## config.mk

```make
export PLATFORM = sky130hd
export DESIGN_NAME = usb_in_arbiter
export DESIGN_NICKNAME = d
export VERILOG_FILES = /design/src/rtl/usb_in_arbiter.sv
export SDC_FILE = /design/constraint.sdc
export NUM_CORES = 1
export LEC_CHECK = 0
export CAP_MARGIN = 20
export CORE_MARGIN = 2
export CORE_UTILIZATION = 39
export CTS_BUF_LIST = sky130_fd_sc_hd__clkbuf_4 sky130_fd_sc_hd__clkbuf_8 sky130_fd_sc_hd__clkbuf_16
export CTS_CLUSTER_SIZE = 16
export DETAILED_ROUTE_END_ITERATION = 16
export GPL_TIMING_DRIVEN = 0
export PLACE_DENSITY = 0.82
export SLEW_MARGIN = 30
export SYNTH_ARGS = -nofsm -noshare
export SYNTH_HDL_FRONTEND = slang
export SYNTH_SLANG_ARGS = --single-unit
```

## constraint.sdc

```tcl
create_clock -name clk_i -period 2.9 [get_ports clk_i]
set_clock_uncertainty 0.05 [all_clocks]
set_input_delay 0.435 -clock clk_i [delete_from_list [all_inputs] [get_ports clk_i]]
set_output_delay 0.435 -clock clk_i [all_outputs]
set_load 0.01 [all_outputs]
```

## src/rtl/usb_in_arbiter.sv

```systemverilog
// usb_in_arbiter: round-robin burst arbiter sharing one usb_cdc IN byte stream among N_REQ sources.
// Define ARB_TAG_EN to prefix every burst with an owner tag byte 8'hF0|g.
module usb_in_arbiter #(
    parameter int N_REQ     = 2,
    parameter int BURST_LEN = 8
) (
    input  logic               clk_i,
    input  logic               rst_i,
    input  logic [8*N_REQ-1:0] req_data_i,
    input  logic [N_REQ-1:0]   req_valid_i,
    output logic [N_REQ-1:0]   req_ready_o,
    output logic [7:0]         out_data_o,
    output logic               out_valid_o,
    input  logic               out_ready_i,
    output logic [N_REQ-1:0]   grant_o,
    output logic               busy_o
);
    localparam int IW = $clog2(N_REQ);
    localparam int CW = $clog2(BURST_LEN + 1);

    typedef enum logic [1:0] {IDLE, TAG, XFER} state_t;

    state_t           state_q, state_d;
    logic [IW-1:0]    g_q, g_d, rr_q, rr_d, pick, idx, g_nxt;
    logic [CW-1:0]    cnt_q, cnt_d;
    logic [N_REQ-1:0] grant_q, grant_d;
    logic             pick_vld, own_vld, hs, last;
    logic [7:0]       src_data [N_REQ];

    for (genvar k = 0; k < N_REQ; k++) begin : g_unpack
        assign src_data[k] = req_data_i[8*k +: 8];
    end

    // Scan downward so the source closest to rr_q is the last (winning) assignment.
    always_comb begin
        pick_vld = 1'b0;
        pick     = '0;
        idx      = '0;
        for (int i = N_REQ - 1; i >= 0; i--) begin
            idx = IW'((int'(rr_q) + i) % N_REQ);
            if (req_valid_i[idx]) begin
                pick_vld = 1'b1;
                pick     = idx;
            end
        end
    end

    assign own_vld = req_valid_i[g_q];
    assign hs      = own_vld & out_ready_i;
    assign last    = cnt_q == CW'(BURST_LEN - 1);
    assign g_nxt   = IW'((int'(g_q) + 1) % N_REQ);
    assign grant_o = grant_q;
    assign busy_o  = state_q != IDLE;

    always_comb begin
        state_d     = state_q;
        g_d         = g_q;
        rr_d        = rr_q;
        cnt_d       = cnt_q;
        grant_d     = grant_q;
        out_data_o  = '0;
        out_valid_o = 1'b0;
        req_ready_o = '0;
        unique case (state_q)
            IDLE: begin
                if (pick_vld) begin
                    g_d     = pick;
                    grant_d = N_REQ'(1) << pick;
                    cnt_d   = '0;
`ifdef ARB_TAG_EN
                    state_d = TAG;
`else
                    state_d = XFER;
`endif
                end
            end
`ifdef ARB_TAG_EN
            TAG: begin
                out_data_o  = 8'hF0 | 8'(g_q);
                out_valid_o = 1'b1;
                state_d     = out_ready_i ? XFER : TAG;
            end
`endif
            XFER: begin
                out_data_o  = src_data[g_q];
                out_valid_o = own_vld;
                req_ready_o = N_REQ'(hs) << g_q;
                cnt_d       = hs ? cnt_q + CW'(1) : cnt_q;
                // Burst ends on the last allowed handshake or when the owner runs dry.
                if (!own_vld || (hs && last)) begin
                    state_d = IDLE;
                    rr_d    = g_nxt;
                    grant_d = '0;
                    cnt_d   = '0;
                end
            end
            default: state_d = IDLE;
        endcase
    end

    always_ff @(posedge clk_i) begin
        if (rst_i) begin
            state_q <= IDLE;
            g_q     <= '0;
            rr_q    <= '0;
            cnt_q   <= '0;
            grant_q <= '0;
        end else begin
            state_q <= state_d;
            g_q     <= g_d;
            rr_q    <= rr_d;
            cnt_q   <= cnt_d;
            grant_q <= grant_d;
        end
    end
endmodule
```

# Word-level counts from Yosys, hierarchy flattened
# Index checks and enable logic that the tools add are counted.
op_classes:
  n_addsub: 3
  mul: 0
  n_div: 0
  magnitude_cmp: 4
  n_eq_ne: 5
  shifts: 2
  n_mux: 25
  n_bitwise: 2
  n_reduce_logical: 11
op_table:
  columns: ["cell", "n"]
  rows:
  - ["8-bit two-way mux", 4]
  - ["4-bit two-way mux", 3]
  - ["1-bit two-way mux", 11]
  - ["2-bit two-way mux", 4]
  - ["2-bit one-hot mux with 2 select lines", 2]
  - ["4-bit one-hot mux with 2 select lines", 1]
  - ["1-bit by 2-bit < comparator with 1-bit output, second input constant", 3]
  - ["2-bit AND reduction", 3]
  - ["3-bit AND reduction", 2]
  - ["4-bit by 1-bit adder with 4-bit output, second input constant", 1]
  - ["4-bit by 3-bit equality test with 1-bit output, second input constant", 1]
  - ["2-bit != test, second input constant", 2]
  - ["2-bit nonzero test", 2]
  - ["3-bit != test, second input constant", 1]
  - ["1-bit adder, second input constant", 2]
  - ["2-bit equality test, second input constant", 1]
  - ["2-bit >= comparator, second input constant", 1]
  - ["2-bit logical NOT", 1]
  - ["1-bit NOT with 2-bit output", 1]
  - ["1-bit by 1-bit left shift with 2-bit output", 1]
  - ["1-bit by 1-bit left shift with 2-bit output, first input constant", 1]
  - ["1-bit AND", 1]
  - ["1-bit logical AND", 1]
  - ["1-bit logical NOT", 1]
  - ["1-bit logical OR", 1]
word_totals:
  ff_bits: 10
  latch_bits: 0
  ramBits: 0
  mem_bits_ro: 0
  in_bits: 21
  word_cells: 57
  memories: 0

# Depth between registers and ports, before layout
# Gate-level depths: netlist of the first run.
depth:
  word_depth: 8
  ltp_mapped: 5
  depth_no_buf: 5

# Worst setup path before layout of the first run
# Ideal clock, no wire load.
synth_timing:
  path_kind: "reg-to-output"
  start: "register g_q"
  end: "output port req_ready_o[1]"
  arrival_ps: 1225
  required_time_ps: 2415
  setup_slack_ps: 1190
  stages_incl_launch_ff: 5
  path_cell_list: "dfxtp_1 > mux2_4 > and2_1 > buf_2 > and3_1"
synth_via:
  elab_chain_len: 5
synth_lines:
  columns: ["element", "line_no", "text"]
  rows:
  - ["from (decl)", "24", "logic [IW-1:0] g_q, g_d, rr_q, rr_d, pick, idx, g_nxt;"]
  - ["from (signal assigned)", "110", "g_q <= g_d;"]
  - ["1-bit two-way mux (implied by the code) (2 in a row)", "48", "assign own_vld = req_valid_i[g_q];"]
  - ["1-bit AND", "49", "assign hs = own_vld & out_ready_i;"]
  - ["1-bit by 1-bit left shift with 2-bit output (*)", "87", "req_ready_o = N_REQ'(hs) << g_q;"]
  - ["2-bit two-way mux (*)", "64", "unique case (state_q)"]
  - ["to (decl)", "11", "output logic [N_REQ-1:0] req_ready_o,"]
# Mark *: on every way between the ends. The rest lies on a longest branch, timed or not. The select of a mux whose other input is x is not followed.

# Worst setup path after layout of the first run
layout_timing:
  start: "input port req_valid_i[0]"
  end: "output port req_ready_o[1]"
layout_via:
  elab_chain_len: 5
layout_lines:
  columns: ["element", "line_no", "text"]
  rows:
  - ["from (decl)", "10", "input logic [N_REQ-1:0] req_valid_i,"]
  - ["1-bit two-way mux (implied by the code) (2 in a row)", "48", null]
  - ["1-bit AND", "49", null]
  - ["1-bit by 1-bit left shift with 2-bit output", "87", null]
  - ["2-bit two-way mux", "64", null]
# Every way passes these cells. The select of a mux whose other input is x is not followed.

==> results of run 1 <==
logic make-up (layout without fill, tap and decap cells):
family / after synthesis / in the layout / synth area share, %
and+or+nand+nor: 29 / 29 / 25.7
AOI/OAI and AO/OA: 19 / 19 / 21.4
muxes: 9 / 9 / 15.8
DFF: 9 / 9 / 29.9
buffers and inverters: 8 / 44 / 5.19
adders and majority gates: 1 / 1 / 2.07
how the worst max path moves through the flow:
stage	startpoint	endpoint	slack [ps]	depth (start not counted)
2_1_floorplan	g_q	req_ready_o[1]	1190	4
3_3_place_gp	req_valid_i[0]	req_ready_o[1]	180	6
3_5_place_dp	req_valid_i[0]	req_ready_o[1]	200	6
4_1_cts	req_valid_i[0]	req_ready_o[1]	200	6
5_1_grt	req_valid_i[1]	req_ready_o[0]	100	7
6_report	req_valid_i[0]	req_ready_o[1]	190	6
power breakdown:
group | internal, mW | switching (mW)
clock network | 0.0625 | 0.0476
logic | 0.0678 | 0.0451
registers | 0.130 | 0.00477
total | 0.260 | 0.0975
metal layers:
metal / track usage [%] / share of wire (%) / routed length (µm)
met1: 17.9 / 42 / 631
met2: 31.0 / 47 / 706
met3: 4.26 / 9.1 / 137
met4: 9.09 / 2.4 / 36
met5: 0 / 0 / 0
sequential cells by signal, indices dropped and copies added (netlist names):
| signal | cells |
|---|---|
| cnt_q | 4 |
| rr_q | 1 |
| g_q | 1 |
| grant_o | 2 |
| state_q | 1 |
stage by stage:
step,area [µm²],power (mW),util [%]
detailed placement,943,0.251,64.1
finish,973,0.357,66.2
CTS,973,0.360,66.2
global placement,943,0.248,64.1
global route,973,0.378,66.2
floorplan,603,0.190,-
final cells by class:
type	instances	area (µm²)	area share, %
clock buffer	4	30.0	3.08
tap	16	20.0	2.06
buffer	6	23.8	2.44
timing repair buffer	32	320	32.9
multi-input combinational	58	392	40.2
inverter	2	7.51	0.771
sequential	9	180	18.5
Yosys cell counts (all sizes together):
cell type  number
a211oi          2
a21bo           1
a21boi          1
a21o            1
a21oi           4
a22o            1
a311oi          1
a31o            1
a31oi           2
and2            1
and3            1
buf             1
clkbuf          5
dfxtp           9
ha              1
inv             2
mux2            1
mux2i           8
nand2           8
nand3           1
nand4           1
nand4b          2
nor2            3
nor2b           8
nor3            2
o21a            1
o21ai           3
o21bai          1
or3             2
==> qor.txt, run 1 <==
Area contributors post-synth = dfxtp_1, mux2i_1, nor2b_1, nand2_1, a21oi_1
Worst setup SP type = primary input
initial detailed-routing violation count = 14
Worst Slack Setup Final = 194 ps
max_cap viols = 0
Fillers = 135
via/cell ratio = 5.50
commonest non-fill, non-tap cells in the layout = clkdlybuf4s50_1, dfxtp_1, mux2i_1, nor2b_1, nand2_1
post-route ant nets = 0
GP Congestion = 0.724
DR WL/cell = 11.9 µm
Root Driver = clkbuf_4
Required @ worst endpoint = 2410 ps
placed wire-length estimate = 1.20 mm
drt pass-1 iters = 4
Layout area overhead = 61.4%
fin. max-slew vios = 0
Max Clk Rate = 0.370 GHz
Worst Max-Slew Pin Slew = 576 ps
R2R Path End = cnt_q[3]
IO buf count = 32
DR vias = 699
diode count = 0
Yosys top cell area share = 29.9%
syn nets = 97
crit-path max cell delay = 510 ps
FP Rows = 14
Clock Path Buffers = 2
crit share post-route = 93.3%
Post-CTS Resized = 0
Starting Density = 41.0%
area of the core = 1470 µm²
chip width = 43.3 µm
H-tree depth = 1
commonest non-fill, non-tap cell in the layout = clkdlybuf4s50_1
Placed Instances = 123
post-synthesis sequential area ratio = 29.9%
pwr dens = 367 nW/µm²
Hold Crit Start = grant_o[1]
Clock transition at path regs = 60 ps
initial antenna violation count = 0
Cell Area, Synth = 603 µm²
final net count = 134
share of post-route cells with drive strength above 1 = 6.31%
Synth Register Bits = 9
CP Class = primary input to output pin
DRC Markers = 0
WHS = 410 ps
Lkg Pwr = 0.363 nW
number of global-route vias before repair = 612
Distinct cells, synth = 29
crit path DAT = 2220 ps
Crit path top cell by count = clkdlybuf4s50_1
worst path bufs/invs = 3
clk sinks = 9
post-layout min period = 2710 ps
cell count after synthesis = 75
synth warn = 0
final wirelength = 1.51 mm
Cell Count, Final, Fillers Out = 127
Final Hold Vio Count = 0
CP cell instances = clkdlybuf4s50_1, mux2_4, and2_1, buf_2, and3_1, clkdlybuf4s50_1
Fin Setup TNS = 0 ps
Peak VDD IR = 0.194 mV
slew margin rel. = 61.6%
r2r setup slk = 1250 ps
Setup Buffers After CTS = 0
later-pin clock latency in the skew report = 270 ps
all-layer global routing usage = 17.1%
Hold Crit Class = flip-flop to flip-flop
global-route wire length before repair = 2.46 mm
status = completed
Congestion Overflow GR = 0
reg2reg start = state_q[1]
largest net degree at the start of global routing = 11
Hold Crit Depth = 1
Yosys top cell by area = dfxtp_1
Avg Inst Size Synth = 8.04 µm²
# setup viols final = 0
Hold EP = grant_o[1]
post-place setup slack = 197 ps
hold buffer count at CTS = 0
CTS tree = done
CTS buffer count = 3
number of I/O pins = 35
CP max FO = 8
Crit. End Element = output pin
DIE AREA = 1880 µm²
critical path's top delay family = buffers and inverters
Worst path slowest cell = clkdlybuf4s50_1
worst r2r path cells = 5
Vert. Die Dim = 43.3 µm
unrepaired setup endpoints after global routing = false
(Power assumes the default switching activity.)
==> run 2, diff against run 1 <==
--- a/config.mk
+++ b/config.mk
@@ -11,8 +11,10 @@
 export CTS_BUF_LIST = sky130_fd_sc_hd__clkbuf_4 sky130_fd_sc_hd__clkbuf_8 sky130_fd_sc_hd__clkbuf_16
 export CTS_CLUSTER_SIZE = 16
 export DETAILED_ROUTE_END_ITERATION = 16
+export GPL_ROUTABILITY_DRIVEN = 0
 export GPL_TIMING_DRIVEN = 0
 export PLACE_DENSITY = 0.82
+export REMOVE_ABC_BUFFERS = 1
 export SLEW_MARGIN = 30
 export SYNTH_ARGS = -nofsm -noshare
 export SYNTH_HDL_FRONTEND = slang
==> run 2 against run 1 <==
Compared with the run above:
- hold slack worse by 5.6 ps
- utilization is 0.26 points lower
- sequential cell count stayed put
- largest cell class unchanged
- critical endpoint unchanged
- largest power group unchanged
==> qor.txt, run 2 (synthesized netlist as in run 1, its figures left out) <==
placed wire-length estimate = 1.13 mm
status = completed
internal power = 260 µW
diode count = 0
commonest non-fill, non-tap cells in the layout = clkdlybuf4s50_1, dfxtp_1, mux2i_1, nor2b_1, nand2_1
chip width = 43.3 µm
max_cap viols = 0
post-layout min period = 2740 ps
max FFs per register = 4
final cell area excluding filler cells = 970 µm²
Lkg Pwr = 0.360 nW
IO buf count = 34
DIE AREA = 1880 µm²
largest net degree at the start of global routing = 22
H-tree depth = 1
later-pin clock latency in the skew report = 270 ps
Clock Path Buffers = 2
final net count = 130
FP Rows = 14
Setup crit start = g_q
share of post-route cells with drive strength above 1 = 5.61%
Worst setup SP type = flip-flop
Final Hold Vio Count = 0
Fin Setup TNS = 0 ps
Post-CTS Resized = 0
Worst Max-Slew Pin Slew = 635 ps
Starting Density = 41.0%
clk sinks = 9
Hold Crit Start = grant_o[1]
initial antenna violation count = 0
Peak VDD IR = 0.315 mV
pwr dens = 365 nW/µm²
number of global-route vias before repair = 606
post-route ant nets = 0
DR vias = 655
Clock transition at path regs = 60 ps
Biggest register = cnt_q
WHS = 404 ps
CP max FO = 13
Layout area overhead = 60.8%
Crit. End Element = output pin
number of I/O pins = 35
slew margin rel. = 57.6%
global-route wire length before repair = 2.55 mm
drt pass-1 iters = 4
fin. max-slew vios = 0
post-place setup slack = 186 ps
Vert. Die Dim = 43.3 µm
crit share post-route = 94.6%
dpl cell area = 940 µm²
via/cell ratio = 5.33
Congestion Overflow GR = 0
final wirelength = 1.51 mm
Root Driver = clkbuf_4
Required @ worst endpoint = 2410 ps
# setup viols final = 0
Worst Slack Setup Final = 155 ps
Overall Power = 354 µW
crit path DAT = 2260 ps
initial detailed-routing violation count = 11
clock share of power = 30.8%
CTS tree = done
area of the core = 1470 µm²
sequential share of power = 40.3%
Max Clk Rate = 0.364 GHz
Setup Buffers After CTS = 0
unrepaired setup endpoints after global routing = false
CP Class = flip-flop to output pin
Hold Crit Class = flip-flop to flip-flop
all-layer global routing usage = 18.1%
DRC Markers = 0
Combinational Power Share = 29.0%
NetSw = 94.5 µW
reg2reg start = g_q
Sw Ratio = 26.7%
DR WL/cell = 12.2 µm
hold buffer count at CTS = 0
commonest non-fill, non-tap cell in the layout = clkdlybuf4s50_1
CTS buffer count = 3
run 2: changes by cell type in the layout (fill, tap and decap cells not counted), sizes merged:
| cell | previous run | this run |
|---|---|---|
| clkbuf | 9 | 4 |
| buf | 1 | 0 |
| clkdlybuf4s50 | 32 | 34 |
run 2: path summary, 6_finish.rpt:
kind / slack (ps) / cells past startpoint / end
worst min register to register: 400 / 1 / grant_o[1]
worst max register to register: 960 / 4 / cnt_q[3]
worst min-delay path: 400 / 1 / grant_o[1]
worst max-delay path: 160 / 4 / req_ready_o[1]
run 2: critical path, cell delays in order (launching register included):
cell and delay (ps):
dfxtp_1 730, mux2_4 360, and2_1 240, and3_1 210, clkdlybuf4s50_1 470
run 2: power by group through the flow:
stage               Sequential (mW)  Clock (mW)  Combinational, mW
finish                        0.143       0.109              0.103
global route                  0.144       0.120              0.112
CTS                           0.143       0.114              0.103
detailed placement            0.145           0              0.103
global placement              0.145           0              0.101
floorplan                     0.144           0             0.0409
run 2: area by class of cell:
type	instances	area [µm²]
Sequential cell	9	180
Tap cell	16	20.0
Timing Repair Buffer	34	340
Fill cell	135	502
Multi-Input combinational cell	58	392
Inverter	2	7.51
Clock buffer	4	30.0
run 2: per-layer routing:
layer | vias up | routed length (µm) | track usage [%]
met5 | - | 0 | 0
met4 | 0 | 4 | 5.45
met3 | 2 | 69 | 6.38
met2 | 13 | 751 | 30.1
met1 | 304 | 680 | 21.7
li1 | 336 | - | -
run 2: per-stage QoR:
step / instances / util, %
6_report: 123 / 65.9
5_1_grt: 123 / 65.9
4_1_cts: 123 / 65.9
3_5_place_dp: 119 / 63.9
3_3_place_gp: 119 / 63.9
2_1_floorplan: 69 / -
==> run 3, diff against run 2 <==
--- a/config.mk
+++ b/config.mk
@@ -6,7 +6,7 @@
 export NUM_CORES = 1
 export LEC_CHECK = 0
 export CAP_MARGIN = 20
-export CORE_MARGIN = 2
+export CORE_MARGIN = 1.5
 export CORE_UTILIZATION = 39
 export CTS_BUF_LIST = sky130_fd_sc_hd__clkbuf_4 sky130_fd_sc_hd__clkbuf_8 sky130_fd_sc_hd__clkbuf_16
 export CTS_CLUSTER_SIZE = 16
==> run 3 against run 2 <==
Compared with the run above:
- die area fell by 4.6%
- sequential power barely moved
- fmax rose by 0.57%
- sequential cell count did not move
- total power rose by 0.62%
- non-clock buffer count did not move
- design area rose by 0.13%
- sequential share of layout area rose by 0.10 points
- setup slack improved by 15 ps
- first-iteration DRC count rose by 9.1%
- largest cell class unchanged
==> qor.txt, run 3 (synthesized netlist as in run 1, its figures left out) <==
Max Clk Rate = 0.366 GHz
max FFs per register = 4
CP cell instances = clkdlybuf4s50_1, mux2_4, and2_1, and3_1, clkdlybuf4s50_1
Worst setup SP type = primary input
Congestion Overflow GR = 0
CP max FO = 8
initial antenna violation count = 0
area of the core = 1470 µm²
Lkg Pwr = 0.361 nW
largest net degree at the start of global routing = 22
Required @ worst endpoint = 2410 ps
Crit. End Element = output pin
FP Rows = 14
commonest non-fill, non-tap cells in the layout = clkdlybuf4s50_1, mux2i_1, nor2b_1, nand2_1, dfxtp_1
reg2reg start = g_q
pwr dens = 367 nW/µm²
CTS tree = done
later-pin clock latency in the skew report = 270 ps
clock share of power = 30.6%
initial detailed-routing violation count = 12
global-route wire length before repair = 2.82 mm
Combinational Power Share = 29.2%
Fin Setup TNS = 0 ps
number of I/O pins = 35
fin. max-slew vios = 0
max_cap viols = 0
H-tree depth = 1
share of post-route cells with drive strength above 1 = 6.54%
Crit path top cell by count = clkdlybuf4s50_1
placed wire-length estimate = 1.25 mm
CTS buffer count = 3
via/cell ratio = 5.29
post-place setup slack = 180 ps
Setup crit start = req_valid_i[0]
post-layout min period = 2730 ps
post-route ant nets = 0
Hold Crit Start = grant_o[1]
Vert. Die Dim = 42.3 µm
Clock transition at path regs = 60 ps
crit path DAT = 2240 ps
CP Class = primary input to output pin
DR vias = 651
final net count = 130
# setup viols final = 0
Layout area overhead = 61.0%
status = completed
unrepaired setup endpoints after global routing = false
NetSw = 96.4 µW
DIE AREA = 1790 µm²
all-layer global routing usage = 20.3%
sequential share of power = 40.1%
Hold Crit Class = flip-flop to flip-flop
crit share post-route = 94.1%
DRC Markers = 0
Biggest register = cnt_q
Worst path slowest cell = clkdlybuf4s50_1
crit-path max cell delay = 590 ps
DR WL/cell = 13.3 µm
Sw Ratio = 27.1%
internal power = 260 µW
drt pass-1 iters = 4
Starting Density = 41.0%
diode count = 0
Worst Slack Setup Final = 171 ps
clk sinks = 9
IO buf count = 34
Peak VDD IR = 0.288 mV
chip width = 42.3 µm
commonest non-fill, non-tap cell in the layout = clkdlybuf4s50_1
slew margin rel. = 63.7%
Final Hold Vio Count = 0
final wirelength = 1.63 mm
Root Driver = clkbuf_4
r2r setup slk = 1170 ps
Clock Path Buffers = 2
Worst Max-Slew Pin Slew = 544 ps
number of global-route vias before repair = 629
## run 3: cell count changes in the layout (fill, tap and decap cells not counted)
cell,previous run,this run
dfxtp_1,9,8
dfxtp_2,0,1
## run 3: cell type report
cell class / instances / area, µm²
Fill cell: 132 / 500
Multi-Input combinational cell: 58 / 392
Timing Repair Buffer: 34 / 340
Sequential cell: 9 / 181
Clock buffer: 4 / 30.0
Tap cell: 16 / 20.0
Inverter: 2 / 7.51
## run 3: through the flow
step | total power, mW | util, % | area (µm²) | hold slack, ps | instances
floorplan | 0.185 | - | 579 | 393 | 69
global placement | 0.246 | 63.9 | 940 | 389 | 119
detailed placement | 0.250 | 63.9 | 940 | 389 | 119
CTS | 0.360 | 65.9 | 970 | 404 | 123
global route | 0.375 | 66.0 | 971 | 450 | 123
finish | 0.356 | 66.0 | 971 | 401 | 123
## run 3: layer usage
metal	vias to the layer above	share of wire (%)	GRT usage (%)
met1	304	43	25.9
met3	2	3.9	6.47
met2	12	53	34.8
met5	-	0	0
li1	333	-	-
met4	0	0.49	1.88
## run 3: power by group through the flow
stage / clock, mW / sequential (mW) / combinational, mW
after floorplan: 0 / 0.144 / 0.0409
after global placement: 0 / 0.145 / 0.101
after detailed placement: 0 / 0.145 / 0.105
after CTS: 0.112 / 0.143 / 0.105
after global routing: 0.117 / 0.145 / 0.113
final: 0.109 / 0.143 / 0.104
## run 3: path summary, 6_finish.rpt
kind	endpoint	depth (start not counted)
setup / recovery	req_ready_o[1]	5
hold / removal	grant_o[1]	1
setup reg to reg	cnt_q[3]	4
hold reg to reg	grant_o[1]	1
## run 3: repair_timing
item | 4_1_cts | 5_1_grt
buffers inserted | 0 | 0
gates resized for setup | 0 | 1
hold buffers | 0 | 0
endpoints found under the setup margin | 0 | 1
## run 3: critical path: cells and delay by family
family,cells,cell delay (ps)
simple gates,2,480
buf+inv,2,1120
mux,1,210
